$ cat src/rtl/hba_arbiter.sv
// hba_arbiter: four-master round-robin bus arbiter with hold-limit revocation.
// A grant lasts until the master lets go (request and select both low) or,
// once it has held the bus HOLD_LIMIT cycles, until the next transfer
// acknowledge while another master is waiting. Every handover passes through
// one RELEASE cycle and one IDLE cycle with the bus parked at zero.
module hba_arbiter #(
    parameter int DBUS_WIDTH = 8,
    parameter int ADDR_WIDTH = 12,
    parameter int HOLD_LIMIT = 16
) (
    input  logic                    hba_clk,
    input  logic                    hba_reset,
    input  logic [3:0]              master_request,
    input  logic [3:0]              master_rnw,
    input  logic [3:0]              master_select,
    input  logic [4*ADDR_WIDTH-1:0] master_abus,
    input  logic [4*DBUS_WIDTH-1:0] master_dbus,
    input  logic                    hba_xferack,
    output logic [3:0]              master_grant,
    output logic [3:0]              master_xferack,
    output logic                    hba_rnw,
    output logic                    hba_select,
    output logic [ADDR_WIDTH-1:0]   hba_abus,
    output logic [DBUS_WIDTH-1:0]   hba_dbus
);

    localparam int HW = $clog2(HOLD_LIMIT + 1);
    localparam logic [HW-1:0] HOLD_MAX = HW'(HOLD_LIMIT);

    typedef enum logic [1:0] {IDLE, GRANT, RELEASE} state_t;

    state_t          state, state_nxt;
    logic [3:0]      grant_nxt;
    logic [1:0]      gidx, gidx_nxt;
    logic [1:0]      last_grant, last_nxt;
    logic [HW-1:0]   hold_cnt, hold_nxt;
    logic [1:0]      winner, cand;
    logic            found;
    logic            others;
    logic            release_vol, release_force;

    // Round-robin search starting one past the last released master, with wrap.
    always_comb begin
        winner = last_grant + 2'd1;
        cand   = '0;
        found  = 1'b0;
        for (int i = 1; i <= 4; i++) begin
            cand = last_grant + 2'(i);
            if (!found && master_request[cand]) begin
                winner = cand;
                found  = 1'b1;
            end
        end
    end

    // Release conditions; the forced one needs an ack so an in-flight
    // transfer is never cut short.
    always_comb begin
        others        = |(master_request & ~master_grant);
        release_vol   = !master_request[gidx] && !master_select[gidx];
        release_force = hba_xferack && (hold_cnt >= HOLD_MAX) && others;
    end

    // Next-state and next-register logic for the arbitration FSM.
    always_comb begin
        state_nxt = state;
        grant_nxt = master_grant;
        gidx_nxt  = gidx;
        last_nxt  = last_grant;
        hold_nxt  = hold_cnt;
        case (state)
            IDLE: begin
                grant_nxt = 4'b0000;
                if (found) begin
                    grant_nxt = 4'b0001 << winner;
                    gidx_nxt  = winner;
                    hold_nxt  = '0;
                    state_nxt = GRANT;
                end
            end
            GRANT: begin
                if (hold_cnt < HOLD_MAX) hold_nxt = hold_cnt + HW'(1);
                if (release_vol || release_force) begin
                    grant_nxt = 4'b0000;
                    last_nxt  = gidx;
                    state_nxt = RELEASE;
                end
            end
            RELEASE: begin
                grant_nxt = 4'b0000;
                state_nxt = IDLE;
            end
            default: begin
                grant_nxt = 4'b0000;
                state_nxt = IDLE;
            end
        endcase
    end

    // State and grant registers; reset parks the pointer so master 0 wins first.
    always_ff @(posedge hba_clk) begin
        if (hba_reset) begin
            state        <= IDLE;
            master_grant <= 4'b0000;
            gidx         <= 2'd0;
            last_grant   <= 2'd3;
            hold_cnt     <= '0;
        end else begin
            state        <= state_nxt;
            master_grant <= grant_nxt;
            gidx         <= gidx_nxt;
            last_grant   <= last_nxt;
            hold_cnt     <= hold_nxt;
        end
    end

    // Bus mux follows the granted master; parked at zero with no grant.
    always_comb begin
        hba_rnw    = 1'b0;
        hba_select = 1'b0;
        hba_abus   = '0;
        hba_dbus   = '0;
        if (state == GRANT) begin
            hba_rnw    = master_rnw[gidx];
            hba_select = master_select[gidx];
            hba_abus   = master_abus[gidx*ADDR_WIDTH +: ADDR_WIDTH];
            hba_dbus   = master_dbus[gidx*DBUS_WIDTH +: DBUS_WIDTH];
        end
    end

    // Acks only reach the granted master; stray acks with no grant vanish.
    always_comb begin
        master_xferack = {4{hba_xferack}} & master_grant;
    end

endmodule

$ cat config.mk
export PLATFORM = sky130hd
export DESIGN_NAME = hba_arbiter
export DESIGN_NICKNAME = d
export VERILOG_FILES = /design/src/rtl/hba_arbiter.sv
export SDC_FILE = /design/constraint.sdc
export NUM_CORES = 1
export LEC_CHECK = 0
export CAP_MARGIN = 20
export CORE_UTILIZATION = 36
export CTS_BUF_LIST = sky130_fd_sc_hd__clkbuf_8
export DETAILED_ROUTE_END_ITERATION = 8
export GPL_TIMING_DRIVEN = 0
export PLACE_DENSITY = 0.88
export SLEW_MARGIN = 20
export SYNTH_ARGS = -nofsm -noshare
export SYNTH_HDL_FRONTEND = slang
export SYNTH_SLANG_ARGS = --single-unit
$ cat constraint.sdc
create_clock -name hba_clk -period 2.9 [get_ports hba_clk]
set_clock_uncertainty 0.2 [all_clocks]
set_input_delay 0.725 -clock hba_clk [delete_from_list [all_inputs] [get_ports hba_clk]]
set_output_delay 0.725 -clock hba_clk [all_outputs]
set_load 0.02 [all_outputs]
Word level (Yosys, flattened, before mapping)
Cells that the tools add are included.

word-level totals
  output and inout port bits = 30
  register bits = 15
  word-level logic and storage cells = 80

cells by class
  muxes and demuxes = 34
  bitwise operators = 3
  add/subtract/negate cells = 4
  eq/ne operators = 4
  reductions and logical operators = 19
  multipliers = 1
  shift operators = 3
  magnitude comparators = 7

operators with widths
  operator                                                               count
  48-bit by 7-bit variable part select with 12-bit output                1
  32-bit by 6-bit variable part select with 8-bit output                 1
  2-bit by 3-bit < comparator with 1-bit output (second input constant)  5
  1-bit binary-select mux with 2-bit select                              7
  1-bit 2-to-1 mux                                                       13
  12-bit 2-to-1 mux                                                      1
  2-bit 2-to-1 mux                                                       5
  5-bit 2-to-1 mux                                                       2
  5-bit one-hot mux with 2 select lines                                  1
  4-bit AND                                                              2
  4-bit 2-to-1 mux                                                       2
  8-bit 2-to-1 mux                                                       1
  4-bit one-hot mux with 2 select lines                                  1
  1-bit logical AND                                                      6
  2-bit inequality test (second input constant)                          3
  2-bit AND reduction                                                    3
  5-bit by 1-bit adder with 5-bit output (second input constant)         1
  5-bit >= comparator (second input constant)                            1
  1-bit zero test                                                        5
  5-bit < comparator (second input constant)                             1
  2-bit adder (second input constant)                                    2
  2-bit by 2-bit multiplier with 4-bit output (second input constant)    1
  4-bit inverter                                                         1
  2-bit one-hot mux with 2 select lines                                  1
  other kinds (8)                                                        8

Logic depth before layout (Yosys ltp)
Gate-level depths: netlist of the first run.

  depth after elaboration = 16
  mapped depth = 6
  depth with buffers taken out = 5

Worst setup path before layout of the first run
Ideal clock, no wire load.

  path kind = register -> output
  from = reg gidx[0]
  to = out hba_abus[0]
  path slack = 0.545 ns
  data required time = 1.975 ns
  arrival = 1.430 ns
  buffers on the path = 2
  cell stages (with the launch flop) = 5
  path through = dfxtp_1 -> buf_2 -> buf_4 -> mux4_2 -> nor2b_1

between the ends
  longest elaborated chain between the ends = 3

ends and longest elaborated chain
  item                                                     RTL line  text
  start, declared                                          34        logic [1:0] gidx, gidx_nxt;
  start signal, assigned                                   111       gidx <= gidx_nxt;
  2-bit by 2-bit multiplier with 4-bit output              126       hba_abus = master_abus[gidx*ADDR_WIDTH +: ADDR_WIDTH];
  48-bit by 7-bit variable part select with 12-bit output  126
  12-bit 2-to-1 mux                                        123       if (state == GRANT) begin
  end, declared                                            23        output logic [ADDR_WIDTH-1:0] hba_abus,

No other way between the ends.

Final worst setup path of the first run
  from = in master_dbus[19]
  to = out hba_dbus[3]

between the ends
  longest elaborated chain between the ends = 2

ends and longest elaborated chain
  item                                                    RTL line  text
  start, declared                                         17        input logic [4*DBUS_WIDTH-1:0] master_dbus,
  32-bit by 6-bit variable part select with 8-bit output  127       hba_dbus = master_dbus[gidx*DBUS_WIDTH +: DBUS_WIDTH];
  8-bit 2-to-1 mux                                        123
  end, declared                                           24        output logic [DBUS_WIDTH-1:0] hba_dbus

No other way between the ends.

==> results of run 1 <==
## layer usage
layer / routed length, um / share of wire (%)
met5: 0 / 0
met4: 158 / 2.9
met3: 447 / 8.3
met2: 2920 / 54
met1: 1880 / 35
## path summary, 6_finish.rpt
check,startpoint,to,slack (ns),cells past startpoint
worst max-delay path,master_dbus[19],hba_dbus[3],0.03,4
worst min-delay path,master_grant[2],master_grant[2],0.31,2
worst max register to register,gidx[0],master_grant[2],1.18,6
worst min register to register,master_grant[2],master_grant[2],0.31,2
## state kept, by name, indices dropped and copies added (netlist names)
| signal | cells |
|---|---|
| master_grant | 4 |
| state | 2 |
| gidx | 2 |
| last_grant | 2 |
| hold_cnt | 5 |
## synth_stat cells, types with 2 or more instances
master    count  area share (%)
or2b_1        2            0.99
and2_1        5             2.1
nor2_1       12             3.0
inv_1         6             1.5
nand2_1       4            0.99
clkbuf_1      5             1.2
buf_2         3            0.99
o221ai_1      2             1.2
nor2b_1      22             9.1
mux2i_1       4             2.6
xor2_1        2             1.2
dfxtp_1      15              20
buf_4         2            0.99
mux4_2       22              33
a21oi_1       5             1.6
nor3_1        6             2.0
nand2b_1      6             2.5
## power by group through the flow
| stage | logic, mW | clock network (mW) | registers (mW) |
|---|---|---|---|
| floorplan | 0.286 | 0 | 0.240 |
| global placement | 0.530 | 0 | 0.237 |
| detailed placement | 0.542 | 0 | 0.238 |
| CTS | 0.511 | 0.172 | 0.233 |
| global route | 0.544 | 0.183 | 0.236 |
| finish | 0.508 | 0.170 | 0.233 |
## stage by stage
step / power [mW] / util (%) / area (um^2) / hold slack, ns / cells
after floorplan: 0.526 / - / 1520 / 0.288 / 149
after global placement: 0.767 / 69.8 / 2810 / 0.287 / 322
after detailed placement: 0.780 / 69.8 / 2810 / 0.289 / 322
after CTS: 0.917 / 68.5 / 2760 / 0.314 / 326
after global routing: 0.963 / 68.4 / 2760 / 0.357 / 326
final: 0.911 / 68.4 / 2760 / 0.311 / 326
## repair_timing
item                                    CTS  global route
buffers inserted                          0             0
hold buffers                              0             0
gates resized for setup                  95             2
endpoints found under the setup margin   26             2
## worst register-to-register path, stage by stage (launching register included)
cell	delay (ns)
dfxtp_1	0.29
clkbuf_4	0.19
nor4b_1	0.17
a21oi_1	0.17
and3_4	0.24
nand2b_1	0.12
o32ai_1	0.23
## area by class of cell
class                           instances  area [um^2]  area share [%]
Timing Repair Buffer                  123         1120            40.5
Multi-Input combinational cell        117         1140            41.5
Tap cell                               50         62.6            2.27
Clock inverter                          1         5.00           0.182
Inverter                                6         22.5           0.817
Buffer                                 11         65.1            2.36
Clock buffer                            3         41.3            1.50
Sequential cell                        15          300            10.9
## cells by family (layout without fill, tap and decap cells)
kind of cell | count (synthesis) | after routing | share of synthesized area [%]
compound gates | 19 | 19 | 10.5
xor+xnor | 3 | 3 | 1.73
fa+ha+maj | 1 | 1 | 0.824
buf+inv | 17 | 144 | 4.94
flops | 15 | 15 | 19.8
mux | 26 | 26 | 35.3
simple gates | 68 | 68 | 27.0
==> key figures, run 1 <==
Status
  – Run status: complete, no violations

Setup path
  – Highest cell delay on the worst timing path: roughly 0.46 ns
  – Crit start category: primary input
  – Worst EP arrival: approximately 1.9 ns
  – Crit path buf inv count: 2
  – Crit. End Element: output port
  – CP Cell Sequence: clkdlybuf4s50_1, mux4_2, nor2b_1, buf_2
  – Slowest-stage cell, CP: mux4_2
  – Setup CP Type: primary input to output port
  – Critical Path Fanout Max: 1
  – Req. time, crit path: 1.98 ns
  – Top delay family on crit path: buffers and inverters

Synthesis
  – Synth cell types: 43
  – Net count after synthesis: about 250
  – Syn. warnings: 0
  – Prevailing post-synth register cell: dfxtp_1
  – Mapped Area: 0.00152 mm^2
  – Syn Area/Cell: approximately 10 um^2
  – EDFF count, synth: 0
  – Async set-reset flop share out of synthesis: 0%
  – Post-Synthesis Cells: about 150
  – Count of state elements after synthesis: 15
  – Seq/Total Area, Yosys: between 10% and 20%

Routing
  – Via density: around 5.2
  – Via count: between 1500 and 2000
  – Drt wl/cell: roughly 17 um
  – TritonRoute pass-1 iters: 4
  – Initial drt markers: between 40 and 50
  – Final WL: about 5400 um
  – DRC errors left: 0
  – Final ANT Viol Nets: 0

Layout
  – Ant. Diodes: 0
  – Commonest cells after routing, fill and taps aside: clkdlybuf4s50_1, buf_2, mux4_2, nor2b_1, dfxtp_1
  – Layout cells sized above 1: around 22%
  – Most common cell after layout, fill and taps aside: clkdlybuf4s50_1
  – Nets: around 370
  – FILL cells: 344
  – Synth-to-Final Area Change: 81.5%

Pwr
  – Gate power share: a little under three fifths
  – Pint: slightly above 0.6 mW
  – Net Sw Frac: 33.2%
  – Switching power: around 0.30 mW
  – Register share of total power: between 20 and 30%
  – Clk pwr share: between 10% and 20%
  – Pwr dens: roughly 330 mW/mm^2
  – P_leak: around 1.1 nW
  – Max rail drop VDD: 0.237 mV

Timing
  – RSZ-0062 raised after global routing: false
  – Slew HR: ~52%
  – Hold Fails Final Rpt: 0
  – Worst-Margin Slew: a little over 0.7 ns
  – Part of the cycle the worst path needs: just under 100%
  – Fmax: 349 MHz
  – Worst setup margin: 0.0321 ns
  – Pins Over Slew Limit: 0
  – Min Tclk post-route: between 2 and 3 ns
  – Setup TNS: 0 ns
  – Final setup viols: 0

GRT
  – Overall Global Routing Usage: between 20 and 25%
  – GRT busiest layer: met2
  – Number of global-route vias before repair: about 1600
  – Overflow after GRT: 0
  – Met3 layer usage reported by global route: between 3 and 4%
  – Initial antenna violation count: 0
  – Met2 GRT Util: roughly 44%
  – Global-route wire length before repair: 7390 um
  – Largest net degree at the start of global routing: 11
  – Met1 Use GR: between 20 and 25%

Clock network
  – Worst-path clk slew: ~0.06 ns
  – CTS tree: yes
  – Clk buf depth: 2
  – Clock Root Buffer: clkbuf_8
  – CTS Sinks: 15
  – CTS buffer count: 3
  – Clk_lat worst skew: roughly 0.25 ns
  – CTS H-tree lvls: 1

Min path
  – Hold Crit Class: flop to flop

Floorplanning
  – Row count: 23
  – Die area: between 0.004 and 0.005 mm^2
  – Core area: slightly above 0.004 mm^2
  – Boundary Pins: about 130
  – Die extent in x: 67.0 um
  – Die Ht: 67.0 um
  – Initial core utilization: between 30 and 40%

Placement
  – Place WS: -0.341 ns
  – Final Wtd Congestion: ~0.79
  – Post-DP HPWL: roughly 4600 um
  – Number of buffers added on ports: between 100 and 150

Job
  – Maxcap violations: 0
(Power assumes the default switching activity.)
==> inputs of run 2 (changes only) <==
Settings changed: ABC_AREA from default to 1, CORE_MARGIN from default to 5, CORE_UTILIZATION 36 to 40, PLACE_DENSITY 0.88 to 0.89, SLEW_MARGIN 20 to 10.
==> key figures, run 2 <==
Setup path
  – Req. time, crit path: 1.98 ns (about the same)
  – Cell mode on critical path: nor2_1
  – CP Cell Sequence: clkdlybuf4s50_1, nor2_1, nor2_1, o21ai_0, a21oi_1, dlygate4sd2_1
  – Highest cell delay on the worst timing path: 0.45 ns (about the same)
  – Setup CP Type: primary input to output port
  – FF-to-FF Start: last_grant[0]
  – Crit start category: primary input
  – Critical path origin: master_abus[9]
  – FF-to-FF End: master_grant[0]
  – Critical Path Fanout Max: 1 (unchanged)
  – CP Capture Point: hba_abus[9]
  – Crit. End Element: output port
  – Reg2Reg Depth: 11 (+5)
  – Worst EP arrival: 1.91 ns (-0.03 ns)
  – Slowest-stage cell, CP: clkdlybuf4s50_1
  – Reg-to-reg slack, setup: 0.98 ns (-0.20 ns)

Routing
  – Final ANT Viol Nets: 0 (unchanged)
  – Via count: 2713 (+59%)
  – Final WL: 7770 um (+44%)
  – Initial drt markers: 170 (+290%)
  – TritonRoute pass-1 iters: 4 (unchanged)
  – Drt wl/cell: 14.9 um (-11%)
  – Via density: 5.19 (-1.2%)
  – DRC errors left: 0 (unchanged)

Timing
  – RSZ-0062 raised after global routing: false
  – Slew HR: 66.9% (+15 points)
  – Fmax: 353 MHz (+1.3%)
  – Final setup viols: 0 (unchanged)
  – Hold slack: 0.274 ns (-0.0366 ns)
  – Part of the cycle the worst path needs: 97.6% (-1.3 points)
  – Hold Fails Final Rpt: 0 (unchanged)
  – Min Tclk post-route: 2.83 ns (-0.0363 ns)
  – Pins Over Slew Limit: 0 (unchanged)
  – Worst-Margin Slew: 0.496 ns (-0.214 ns)
  – Worst setup margin: 0.0684 ns (+0.0363 ns)

Status
  – Run status: complete, no violations

Placement
  – Number of buffers added on ports: 124 (+0.81%)
  – Post-DP HPWL: 6530 um (+42%)
  – Final Wtd Congestion: 0.904 (+14%)
  – Place WS: -0.300 ns (+0.0413 ns)

Floorplanning
  – Initial core utilization: 42.0% (+4.3 points)
  – Die Ht: 78.3 um (+17%)
  – Die area: 0.00613 mm^2 (+37%)
  – Core area: 0.00444 mm^2 (+10%)
  – Row count: 24 (+4.3%)
  – Boundary Pins: 125 (unchanged)
  – Die extent in x: 78.3 um (+17%)

Synthesis
  – Synth cell types: 29 (-33%)
  – Syn Area/Cell: 5.44 um^2 (-47%)
  – Count of state elements after synthesis: 15 (unchanged)
  – Post-Synthesis Cells: 343 (+130%)
  – Top cell type's share of synthesized area: 19.5% (-13 points)
  – Most frequent cell after synthesis: nor2_1
  – Net count after synthesis: 439 (+79%)
  – Seq/Total Area, Yosys: 16.1% (-3.7 points)
  – Mapped Area: 0.00187 mm^2 (+23%)
  – Async set-reset flop share out of synthesis: 0% (unchanged)
  – Syn. warnings: 0 (unchanged)
  – Prevailing post-synth register cell: dfxtp_1
  – Area leader, netlist: nor2_1
  – Main area contributors after synthesis: nor2_1, dfxtp_1, o21ai_0
  – Top cells by count, synth: nor2_1, nand2_1, o21ai_0, a21oi_1, inv_1
  – EDFF count, synth: 0 (unchanged)

GRT
  – Largest net degree at the start of global routing: 11 (unchanged)
  – Overflow after GRT: 0 (unchanged)
  – Initial antenna violation count: 0 (unchanged)
  – Global-route wire length before repair: 12400 um (+68%)
  – Number of global-route vias before repair: 2631 (+67%)
  – Overall Global Routing Usage: 24.7% (+2.5 points)

Layout
  – Nets: 568 (+52%)
  – Most flops, register: hold_cnt
  – Multi-input logic area: 0.00139 mm^2 (+21%)
  – Sequential Area: 300 um^2 (unchanged)
  – Ant. Diodes: 0 (unchanged)
  – Largest registers: hold_cnt: 5 flops, master_grant: 4 flops
  – Layout cells sized above 1: 13.4% (-9.1 points)
  – Post-layout util: 70.9% (+2.4 points)
  – Synth-to-Final Area Change: 68.7%
  – Commonest cells after routing, fill and taps aside: clkdlybuf4s50_1, nor2_1, nand2_1
  – Max FFs per register: 5 (unchanged)
  – Most common cell after layout, fill and taps aside: clkdlybuf4s50_1
  – FILL cells: 404 (+17%)

Clock network
  – CTS tree: yes
  – Post-CTS Setup Inserts: 0 (unchanged)
  – CTS buffer count: 3 (unchanged)
  – CTS Sinks: 15 (unchanged)
  – Worst-path clk slew: 0.06 ns (about the same)
  – Clock Root Buffer: clkbuf_8
  – CTS H-tree lvls: 1 (unchanged)
  – Clk buf depth: 2 (unchanged)
  – Clk_lat worst skew: 0.25 ns (about the same)

Min path
  – Hold Crit Class: flop to flop

Pwr
  – P_leak: 1.46 nW (+37%)
  – Pwr dens: 744 mW/mm^2 (+120%)
  – Max rail drop VDD: 0.363 mV (+53%)
  – Pwr Total: 2.34 mW (+160%)

Job
  – Maxcap violations: 0 (unchanged)
==> run 2: changes by cell type after synthesis, sizes merged, moves of 17 or more <==
cell   before  now
a21oi       5   30
nor2       13  100
o21ai       1   52
nor2b      22    0
mux4       22    0
nand2       4   72
nand3       1   18
==> run 2: through the flow <==
stage,cell area (um^2),std cells,setup TNS [ns]
floorplan,1870,343,0
global placement,3170,519,-5.19
detailed placement,3170,519,-5.55
CTS,3200,523,0
global route,3150,523,0
finish,3150,523,0
==> run 2: layout make-up <==
class                           instances  area share [%]
Clock inverter                          1           0.159
Buffer                                 20            3.38
Tap cell                               52            2.07
Clock buffer                            3            1.31
Multi-Input combinational cell        285            44.0
Timing Repair Buffer                  124            36.8
Inverter                               23            2.78
Sequential cell                        15            9.54
==> run 2: power by group <==
part | internal [mW] | switching [mW] | leakage, nW
logic | 0.673 | 1.17 | 1.31
registers | 0.266 | 0.0517 | 0.123
clock network | 0.0954 | 0.0817 | 0.0255
==> run 2: worst min path at each step <==
stage / startpoint / end / slack [ns] / cells past startpoint
after global placement: hold_cnt[3] / hold_cnt[3] / 0.26 / 2
final: hold_cnt[3] / hold_cnt[3] / 0.27 / 2
after CTS: hold_cnt[3] / hold_cnt[3] / 0.28 / 2
after floorplan: hold_cnt[3] / hold_cnt[3] / 0.25 / 2
after global routing: hold_cnt[3] / hold_cnt[3] / 0.30 / 2
after detailed placement: hold_cnt[3] / hold_cnt[3] / 0.27 / 2
==> run 2: critical path, delay by kind of cell <==
kind | cells | cell delay, ns
simple gates | 2 | 0.12
compound gates | 2 | 0.26
buf+inv | 2 | 0.80
==> run 2: what timing repair did <==
| item | 4_1_cts | 5_1_grt |
|---|---|---|
| hold buffers | 0 | 0 |
| cloned | 0 | 0 |
| endpoints found under the hold margin | 0 | 0 |
| gates resized for setup | 36 | 33 |
| setup endpoints to repair | 26 | 20 |
==> run 2: layer usage <==
metal,GRT usage (%),up-vias,part of all wire (%)
li1,-,1371,-
met1,26.0,1227,37
met2,49.4,101,54
met3,5.84,14,7.2
met4,5.42,0,1.8
met5,0,-,0
==> run 2: cell families after synthesis <==
group,after synthesis,synth area share [%]
simple gates,195,47.8
compound gates,89,25.8
buf+inv,43,9.65
flops,15,16.1
fa+ha+maj,1,0.670
